`src/rtl/sync_ram_dp.sv`:
```
`default_nettype none
// ============================================================================
//  Module   : sync_ram_dp
//  Brief    : Simple dual-port synchronous RAM with byte strobes, a self-clear
//             sequence after reset, selectable read-during-write behaviour and
//             optional output register.
//  Revision : 1.0 - initial release
// ============================================================================
module sync_ram_dp #(
    parameter int DATA_WIDTH = 8,
    parameter int ADDR_WIDTH = 4,
    parameter int RDW_MODE   = 0,
    parameter int OUT_REG    = 0
) (
    input  logic                      clk,
    input  logic                      rst,
    input  logic                      we,
    input  logic [ADDR_WIDTH-1:0]     wr_adr,
    input  logic [DATA_WIDTH-1:0]     wr_dat,
    input  logic [DATA_WIDTH/8-1:0]   wr_sel,
    input  logic                      re,
    input  logic [ADDR_WIDTH-1:0]     rd_adr,
    output logic [DATA_WIDTH-1:0]     rd_dat,
    output logic                      rd_vld,
    output logic                      busy
);

    localparam int NSEL  = DATA_WIDTH / 8;
    localparam int DEPTH = 2 ** ADDR_WIDTH;

    typedef enum logic [0:0] {
        CLEAR = 1'b0,
        READY = 1'b1
    } state_t;

    state_t                  state_q;
    logic [ADDR_WIDTH-1:0]   clr_cnt_q;
    logic [DATA_WIDTH-1:0]   mem [DEPTH];
    logic [DATA_WIDTH-1:0]   rd_word_d;
    logic [DATA_WIDTH-1:0]   rd1_dat_q;
    logic                    rd1_vld_q;
    logic                    rd_en;

    assign busy  = (state_q == CLEAR);
    assign rd_en = re && (state_q == READY);

    // The counter wraps back to zero on the same edge that leaves CLEAR.
    always_ff @(posedge clk) begin
        if (rst) begin
            state_q   <= CLEAR;
            clr_cnt_q <= '0;
        end else if (state_q == CLEAR) begin
            clr_cnt_q <= clr_cnt_q + 1'b1;
            if (clr_cnt_q == '1) begin
                state_q <= READY;
            end
        end
    end

    always_ff @(posedge clk) begin
        if (!rst) begin
            if (state_q == CLEAR) begin
                mem[clr_cnt_q] <= '0;
            end else if (we) begin
                for (int i = 0; i < NSEL; i++) begin
                    if (wr_sel[i]) begin
                        mem[wr_adr][8*i +: 8] <= wr_dat[8*i +: 8];
                    end
                end
            end
        end
    end

    // New-data mode forwards the strobed bytes of a colliding write.
    always_comb begin
        rd_word_d = mem[rd_adr];
        if ((RDW_MODE != 0) && we && (wr_adr == rd_adr)) begin
            for (int i = 0; i < NSEL; i++) begin
                if (wr_sel[i]) begin
                    rd_word_d[8*i +: 8] = wr_dat[8*i +: 8];
                end
            end
        end
    end

    always_ff @(posedge clk) begin
        if (rst) begin
            rd1_dat_q <= '0;
            rd1_vld_q <= 1'b0;
        end else begin
            rd1_vld_q <= rd_en;
            if (rd_en) begin
                rd1_dat_q <= rd_word_d;
            end
        end
    end

    if (OUT_REG != 0) begin : g_out_reg
        logic [DATA_WIDTH-1:0] rd2_dat_q;
        logic                  rd2_vld_q;

        always_ff @(posedge clk) begin
            if (rst) begin
                rd2_dat_q <= '0;
                rd2_vld_q <= 1'b0;
            end else begin
                rd2_vld_q <= rd1_vld_q;
                if (rd1_vld_q) begin
                    rd2_dat_q <= rd1_dat_q;
                end
            end
        end

        assign rd_dat = rd2_dat_q;
        assign rd_vld = rd2_vld_q;
    end else begin : g_no_out_reg
        assign rd_dat = rd1_dat_q;
        assign rd_vld = rd1_vld_q;
    end

endmodule
`default_nettype wire

```
`config.mk`:
```
export PLATFORM = sky130hd
export DESIGN_NAME = sync_ram_dp
export DESIGN_NICKNAME = d
export VERILOG_FILES = /design/src/rtl/sync_ram_dp.sv
export SDC_FILE = /design/constraint.sdc
export NUM_CORES = 1
export LEC_CHECK = 0
export CAP_MARGIN = 15
export CORE_ASPECT_RATIO = 0.5
export CORE_MARGIN = 2
export CORE_UTILIZATION = 30
export DETAILED_ROUTE_END_ITERATION = 6
export PLACE_DENSITY = 0.5
export SYNTH_ARGS = -nofsm -noshare
export SYNTH_HDL_FRONTEND = slang
export SYNTH_SLANG_ARGS = --single-unit
```
`constraint.sdc`:
```
create_clock -name clk -period 2.3 [get_ports clk]
set_input_delay 0.345 -clock clk [delete_from_list [all_inputs] [get_ports clk]]
set_output_delay 0.345 -clock clk [all_outputs]
set_load 0.03 [all_outputs]
```
==> results of run 1 <==
==> cell usage in the layout (no fill, tap or decap), types with 2 or more instances in the layout <==
| cell | instances |
|---|---|
| mux2i_1 | 13 |
| a22oi_1 | 7 |
| clkdlybuf4s50_1 | 29 |
| o21ai_1 | 6 |
| clkbuf_16 | 17 |
| a31oi_1 | 4 |
| dfxtp_1 | 14 |
| mux4_2 | 22 |
| and2_1 | 10 |
| mux4_1 | 8 |
| xor2_1 | 2 |
| buf_4 | 32 |
| edfxtp_1 | 128 |
| mux2_2 | 9 |
| bufinv_16 | 5 |
| nand2_1 | 8 |
| inv_6 | 3 |
| inv_1 | 3 |
| nand3_1 | 2 |
| buf_12 | 2 |
| nor3b_1 | 2 |
| clkinv_4 | 4 |
| nand4_1 | 2 |
| a21oi_1 | 4 |
| nor2_1 | 21 |
==> power breakdown <==
part,internal [mW],switching [mW]
clock network,1.94,1.09
registers,2.81,0.0154
logic,0.144,0.125
total,4.90,1.23
==> routing by layer <==
layer,track usage [%],vias up
li1,-,1335
met1,18.12,1523
met2,20.80,65
met3,4.383,8
met4,3.470,0
met5,0,-
==> stage by stage <==
step | worst slack [ps] | hold slack, ps | instances | util [%] | setup TNS, ps
finish | 89.60 | 471.4 | 616 | 38.50 | 0
global route | 16.14 | 507.5 | 616 | 38.50 | 0
CTS | 102.7 | 479.3 | 616 | 38.48 | 0
detailed placement | -301.6 | 466.4 | 584 | 34.90 | -26230
global placement | -218.5 | 452.6 | 584 | 34.90 | -19100
floorplan | 293.8 | 480.8 | 295 | - | 0
==> worst max-delay path: cells and delay by family (launching register included) <==
kind	cells	cell delay (ps)
and+or+nand+nor	2	920
DFF	1	430
buffers and inverters	2	350
AOI/OAI and AO/OA	1	140
==> registers in the layout, indices dropped and copies added (netlist names) <==
signal / count
clr_cnt_q: 4
mem: 128
rd_dat: 8
rd_vld: 1
state_q: 1
==> worst paths after layout <==
check / to / slack (ps) / depth (start not counted)
worst max-delay path: mem[15][6]$_DFFE_PP_ / 90 / 5
worst min-delay path: rd_dat[0]$_SDFFE_PP0P_ / 470 / 2
worst max register to register: mem[15][6]$_DFFE_PP_ / 90 / 5
worst min register to register: rd_dat[0]$_SDFFE_PP0P_ / 470 / 2
==> cell type report <==
class	instances	area [um^2]
fillers	1673	11310
flip-flops and latches	142	4124
multi-input cells	135	1410
repair buffers	64	575.6
clock buffers	17	425.4
well taps	240	300.3
clock inverters	15	234.0
inverters	3	11.26
==> kinds of logic after synthesis <==
family	Yosys count	share of synthesized area, %
xor gates and xnor gates	3	0.4659
and+or+nand+nor	55	5.013
buffers and inverters	18	1.930
adders and majority gates	1	0.2218
AOI/OAI and AO/OA	24	2.640
muxes	52	16.61
DFF	142	73.11
==> repair_timing <==
action | CTS | global route
gates resized for setup | 0 | 1
endpoints found under the setup margin | 0 | 8
endpoints found under the hold margin | 0 | 0
setup buffers | 0 | 0
==> results by group, run 1 <==
Run status
  • Status: completed

Clock tree
  • Cts hold-fix bufs: 0
  • CTS Buf Count: 17
  • Bufs on Longest Clock Path: 2
  • Num Clock Sinks: about 140
  • CTS tree: done
  • Clock slew at reported path FFs: around 60 ps
  • Clock tree root buffer cell: clkbuf_16
  • Skew-Pair Late Insertion Delay: 420 ps
  • H-tree Lvls: 4

Detailed routing
  • Drt first-iter violations: 245
  • DR pass1 iterations: 4
  • Final wirelength: ~12 mm
  • Drt wl/cell: 20.00 um
  • DRC errors left: 0
  • Top Metal Used: met4
  • Via count: about 2900
  • Vias per cell: 4.758
  • Metal3 WL: 607 um
  • Routed met2 length: 5.786 mm
  • Antenna-violating nets left: 0
  • DRT met1 WL: 5.799 mm

Timing
  • RSZ-0062 raised after global routing: false
  • Rel. slew slack: 44.61%
  • Final slew viol count: 0
  • Final hold vios: 0
  • Setup violators final: 0
  • Fin crit share: 96.10%
  • Max Freq: ~450 MHz
  • Clk_skew: 9.660 ps
  • Worst-Margin Slew: between 800 and 900 ps
  • Final min period: 2210 ps

Yosys
  • Synth top area cells: edfxtp_1 (68%), mux4_2 (8.8%), dfxtp_1 (5.0%), mux4_1 (3.7%), mux2i_1 (2.3%)
  • Most common cell in the netlist: edfxtp_1
  • Register bit total from synthesis: roughly 140
  • Cell taking the most area after synthesis: edfxtp_1
  • Synth cell count leaders: edfxtp_1 (128), mux4_2 (22), nor2_1 (22)
  • Post-synth ARST share: 0%
  • Syn. warnings: 0
  • Cells after synthesis: ~300
  • Register area share after synthesis: approximately 73%
  • Synthesized area: around 5600 um^2
  • Cell variety after synth: 38
  • Post-synth net total: ~320
  • Share of the synthesized area in the top cell type: between 60% and 70%
  • Dominant synthesized flop cell: edfxtp_1
  • Post-synth EDFFs: 128
  • Mean post-synth cell area: 19.12 um^2

Worst setup path
  • RR Startpoint: state_q$_SDFF_PP0_
  • Critical Path RT: between 2000 and 2500 ps
  • Max stage delay on crit path: 620 ps
  • Slowest CP cell: nor2_1
  • CP Max Fanout: 8
  • Arrival @ worst endpoint: 2250 ps
  • Crit path capture type: flop
  • Most frequent CP cell: buf_4
  • Critical setup path kind: reg -> reg
  • CP startpoint kind: flop
  • Crit-path cells: and4b_1, buf_4, a31oi_1, buf_4, nor2_1
  • CP startpoint: state_q$_SDFF_PP0_

Floorplanning
  • Io pins: 31
  • Starting Density: 30.67%
  • Die area: 19980 um^2
  • Die Wd: 197.9 um
  • Die height: 101.0 um
  • Row cnt: 35
  • Core area: between 15000 and 20000 um^2

Place
  • PortBufs: 30
  • Cell Area, Placed: 6419 um^2
  • RD Place Congestion: 0.7920
  • Detailed placer's ending HPWL: between 8 and 9 mm

GRT
  • Largest net degree at the start of global routing: 17
  • Initial antenna violation count: 0
  • Global route total overflow: 0
  • First-pass GRT wire length: ~19 mm
  • GRT Util Overall: 13.36%
  • Vias in the first global route: 3041

Power
  • Pwr Density: slightly below 900 nW/um^2
  • Leak pwr: 2.218 nW
  • Max IR drop VDD: just over 400 uV
  • Total Power: 6.128 mW

Worst hold path
  • Hold path startpoint: rd_dat[0]$_SDFFE_PP0P_
  • Worst hold path type: reg -> reg

Layout
  • Synth-to-Final Area Change: 25.53%
  • Share of post-route cells with drive strength above 1: 26.33%
  • # nets final: 385
  • Design area: 7081 um^2
  • Ant. Diodes: 0

Run
  • Max Cap Viol: 0
Power figures use the tool's default switching activity.
==> run 2: changes to the inputs <==
--- a/config.mk
+++ b/config.mk
@@ -10,6 +10,7 @@
 export CORE_MARGIN = 2
 export CORE_UTILIZATION = 30
 export DETAILED_ROUTE_END_ITERATION = 6
+export GPL_TIMING_DRIVEN = 0
 export PLACE_DENSITY = 0.5
 export SYNTH_ARGS = -nofsm -noshare
 export SYNTH_HDL_FRONTEND = slang
==> run 2 against run 1 <==
  * Critical path depth unchanged
  * Final cell count down 2.4%
  * Worst hold slack better by 2.3 ps
  * Power down 5.1%
  * Final area up 0.34%
  * Register-to-register slack better by 90 ps
  * Critical path type is now in -> reg
  * Critical endpoint is now mem[15][3]$_DFFE_PP_
==> results by group, run 2 (synthesis gave the netlist of run 1 again) <==
Run status
  • Status: completed

GRT
  • Vias in the first global route: slightly below 3000
  • GRT Util Overall: roughly an eighth
  • Initial antenna violation count: 0
  • Largest net degree at the start of global routing: 17
  • First-pass GRT wire length: ~18 mm
  • Global route total overflow: 0

Power
  • Power share of the clock group: 46.7%
  • Combinational share of power: around 4.7%
  • Max IR drop VDD: slightly below 400 uV
  • Leak pwr: 2.124 nW
  • Net switching power: 1.225 mW
  • Cell-internal power: around 4.6 mW
  • Switching Fraction: 21.07%
  • Pwr Density: 818.3 nW/um^2
  • Seq pwr share: 48.6%

Place
  • Detailed placer's ending HPWL: 8.181 mm
  • RD Place Congestion: approximately 0.71
  • PortBufs: 27
  • Cell Area, Placed: 6211 um^2
  • Placed cell count: 562
  • Place WS: -834.3 ps

Timing
  • Fin crit share: between 90% and 100%
  • Clk_skew: ~11 ps
  • Final setup margin: roughly 110 ps
  • Setup violators final: 0
  • RSZ-0062 raised after global routing: true
  • Worst-Margin Slew: 912.0 ps
  • Final slew viol count: 0
  • Max Freq: ~460 MHz
  • Rel. slew slack: 39.20%
  • Final min period: roughly 2200 ps
  • Final hold vios: 0
  • Fin Setup TNS: 0 ps

Layout
  • Commonest non-fill, non-tap cells in the layout: edfxtp_1 (128), clkdlybuf4s50_1 (27), mux4_2 (22)
  • Commonest non-fill, non-tap cell in the layout: edfxtp_1
  • Design area: 7104 um^2
  • # nets final: 370
  • Area taken by multi-input logic gates: between 1500 and 2000 um^2
  • # fillers: roughly 1700
  • Synth-to-Final Area Change: 25.95%
  • Top reg by flops: mem
  • Sequential cell area: roughly 4100 um^2
  • Max reg flops: 128
  • Share of post-route cells with drive strength above 1: 28.53%
  • Final core occ: 38.63%
  • Ant. Diodes: 0
  • Non-Filler Instances: around 600

Worst setup path
  • Crit path capture type: flop
  • CP Max Fanout: 9
  • CP startpoint kind: primary input
  • Worst R2R Setup Slack: 180 ps
  • Critical setup path kind: in -> reg
  • R2R Path End: mem[15][3]$_DFFE_PP_
  • RR Startpoint: state_q$_SDFF_PP0_
  • Arrival @ worst endpoint: 2230 ps
  • R2r worst-path depth: 4
  • Critical Path RT: 2340 ps

Clock tree
  • CTS tree: done
  • Cts hold-fix bufs: 0
  • Clock slew at reported path FFs: approximately 60 ps
  • H-tree Lvls: 4
  • Bufs on Longest Clock Path: 2
  • Skew-Pair Late Insertion Delay: 410 ps
  • Clock tree root buffer cell: clkbuf_16
  • Num Clock Sinks: 142
  • CTS Buf Count: 17

Floorplanning
  • Die Wd: roughly 200 um
  • Row cnt: 35
  • Io pins: 31
  • Die area: 19980 um^2
  • Core area: 18390 um^2
  • Starting Density: between 30% and 40%
  • Die height: 101.0 um

Detailed routing
  • Drt first-iter violations: around 210
  • Drt wl/cell: 19.67 um
  • Vias per cell: around 4.8
  • Final wirelength: 11.82 mm
  • Antenna-violating nets left: 0
  • DRC errors left: 0
  • Via count: 2889
  • DR pass1 iterations: 4

Worst hold path
  • Hold path startpoint: rd_dat[0]$_SDFFE_PP0P_
  • Hold Crit Endpoint: rd_dat[0]$_SDFFE_PP0P_
  • Worst hold path type: reg -> reg
  • WHS Path Cells: 2

Run
  • Max Cap Viol: 0
## run 2: changes by cell type in the layout (fill, tap and decap cells not counted), moves of 7 or more
cell | previous run | this run
nor2_1 | 21 | 6
buf_12 | 2 | 9
buf_4 | 32 | 1
nor2_4 | 0 | 14
## run 2: final cells by class
cell class / instances / share of cell area, %
Sequential cell: 142 / 58.05
Multi-Input combinational cell: 135 / 21.72
Clock buffer: 18 / 6.182
Timing Repair Buffer: 35 / 6.058
Tap cell: 240 / 4.227
Clock inverter: 14 / 2.254
Buffer: 14 / 1.356
Inverter: 3 / 0.1585
## run 2: what timing repair did
| item | in CTS | in global routing |
|---|---|---|
| pin swaps | 0 | 8 |
| gates resized for setup | 23 | 14 |
| buffers inserted | 0 | 8 |
| setup endpoints to repair | 128 | 145 |
| cloned | 0 | 0 |
## run 2: power groups by stage
stage / Clock, mW / Combinational, mW / Sequential [mW]
final: 2.71 / 0.273 / 2.83
after global routing: 2.87 / 0.295 / 2.83
after CTS: 2.76 / 0.253 / 2.83
after detailed placement: 0 / 0.240 / 2.88
after global placement: 0 / 0.235 / 2.88
after floorplan: 0 / 0.154 / 2.88
## run 2: critical path, stage by stage
cell and delay, ps:
clkdlybuf4s50_1 500, and4b_1 430, mux2_2 240, nand2_1 180, nor2_2 530
## run 2: stage by stage
stage	hold slack, ps	power (mW)
final	473.7	5.813
after global routing	485.8	6.000
after CTS	471.2	5.839
after detailed placement	458.3	3.123
after global placement	459.2	3.114
after floorplan	480.8	3.031
## run 2: how the worst max path moves through the flow
stage / startpoint / to / slack [ps]
after floorplan: rst / mem[1][0]$_DFFE_PP_ / 290
after global placement: wr_sel / mem[1][6]$_DFFE_PP_ / -700
after detailed placement: wr_sel / mem[1][6]$_DFFE_PP_ / -830
after CTS: wr_sel / mem[2][5]$_DFFE_PP_ / -100
after global routing: wr_sel / mem[15][5]$_DFFE_PP_ / -20
final: we / mem[15][3]$_DFFE_PP_ / 110
## run 2: routing by layer
layer / wire length, um / GRT usage [%]
met3: 601 / 3.279
met4: 114 / 4.222
met2: 5465 / 19.53
met5: 0 / 0
met1: 5639 / 18.16
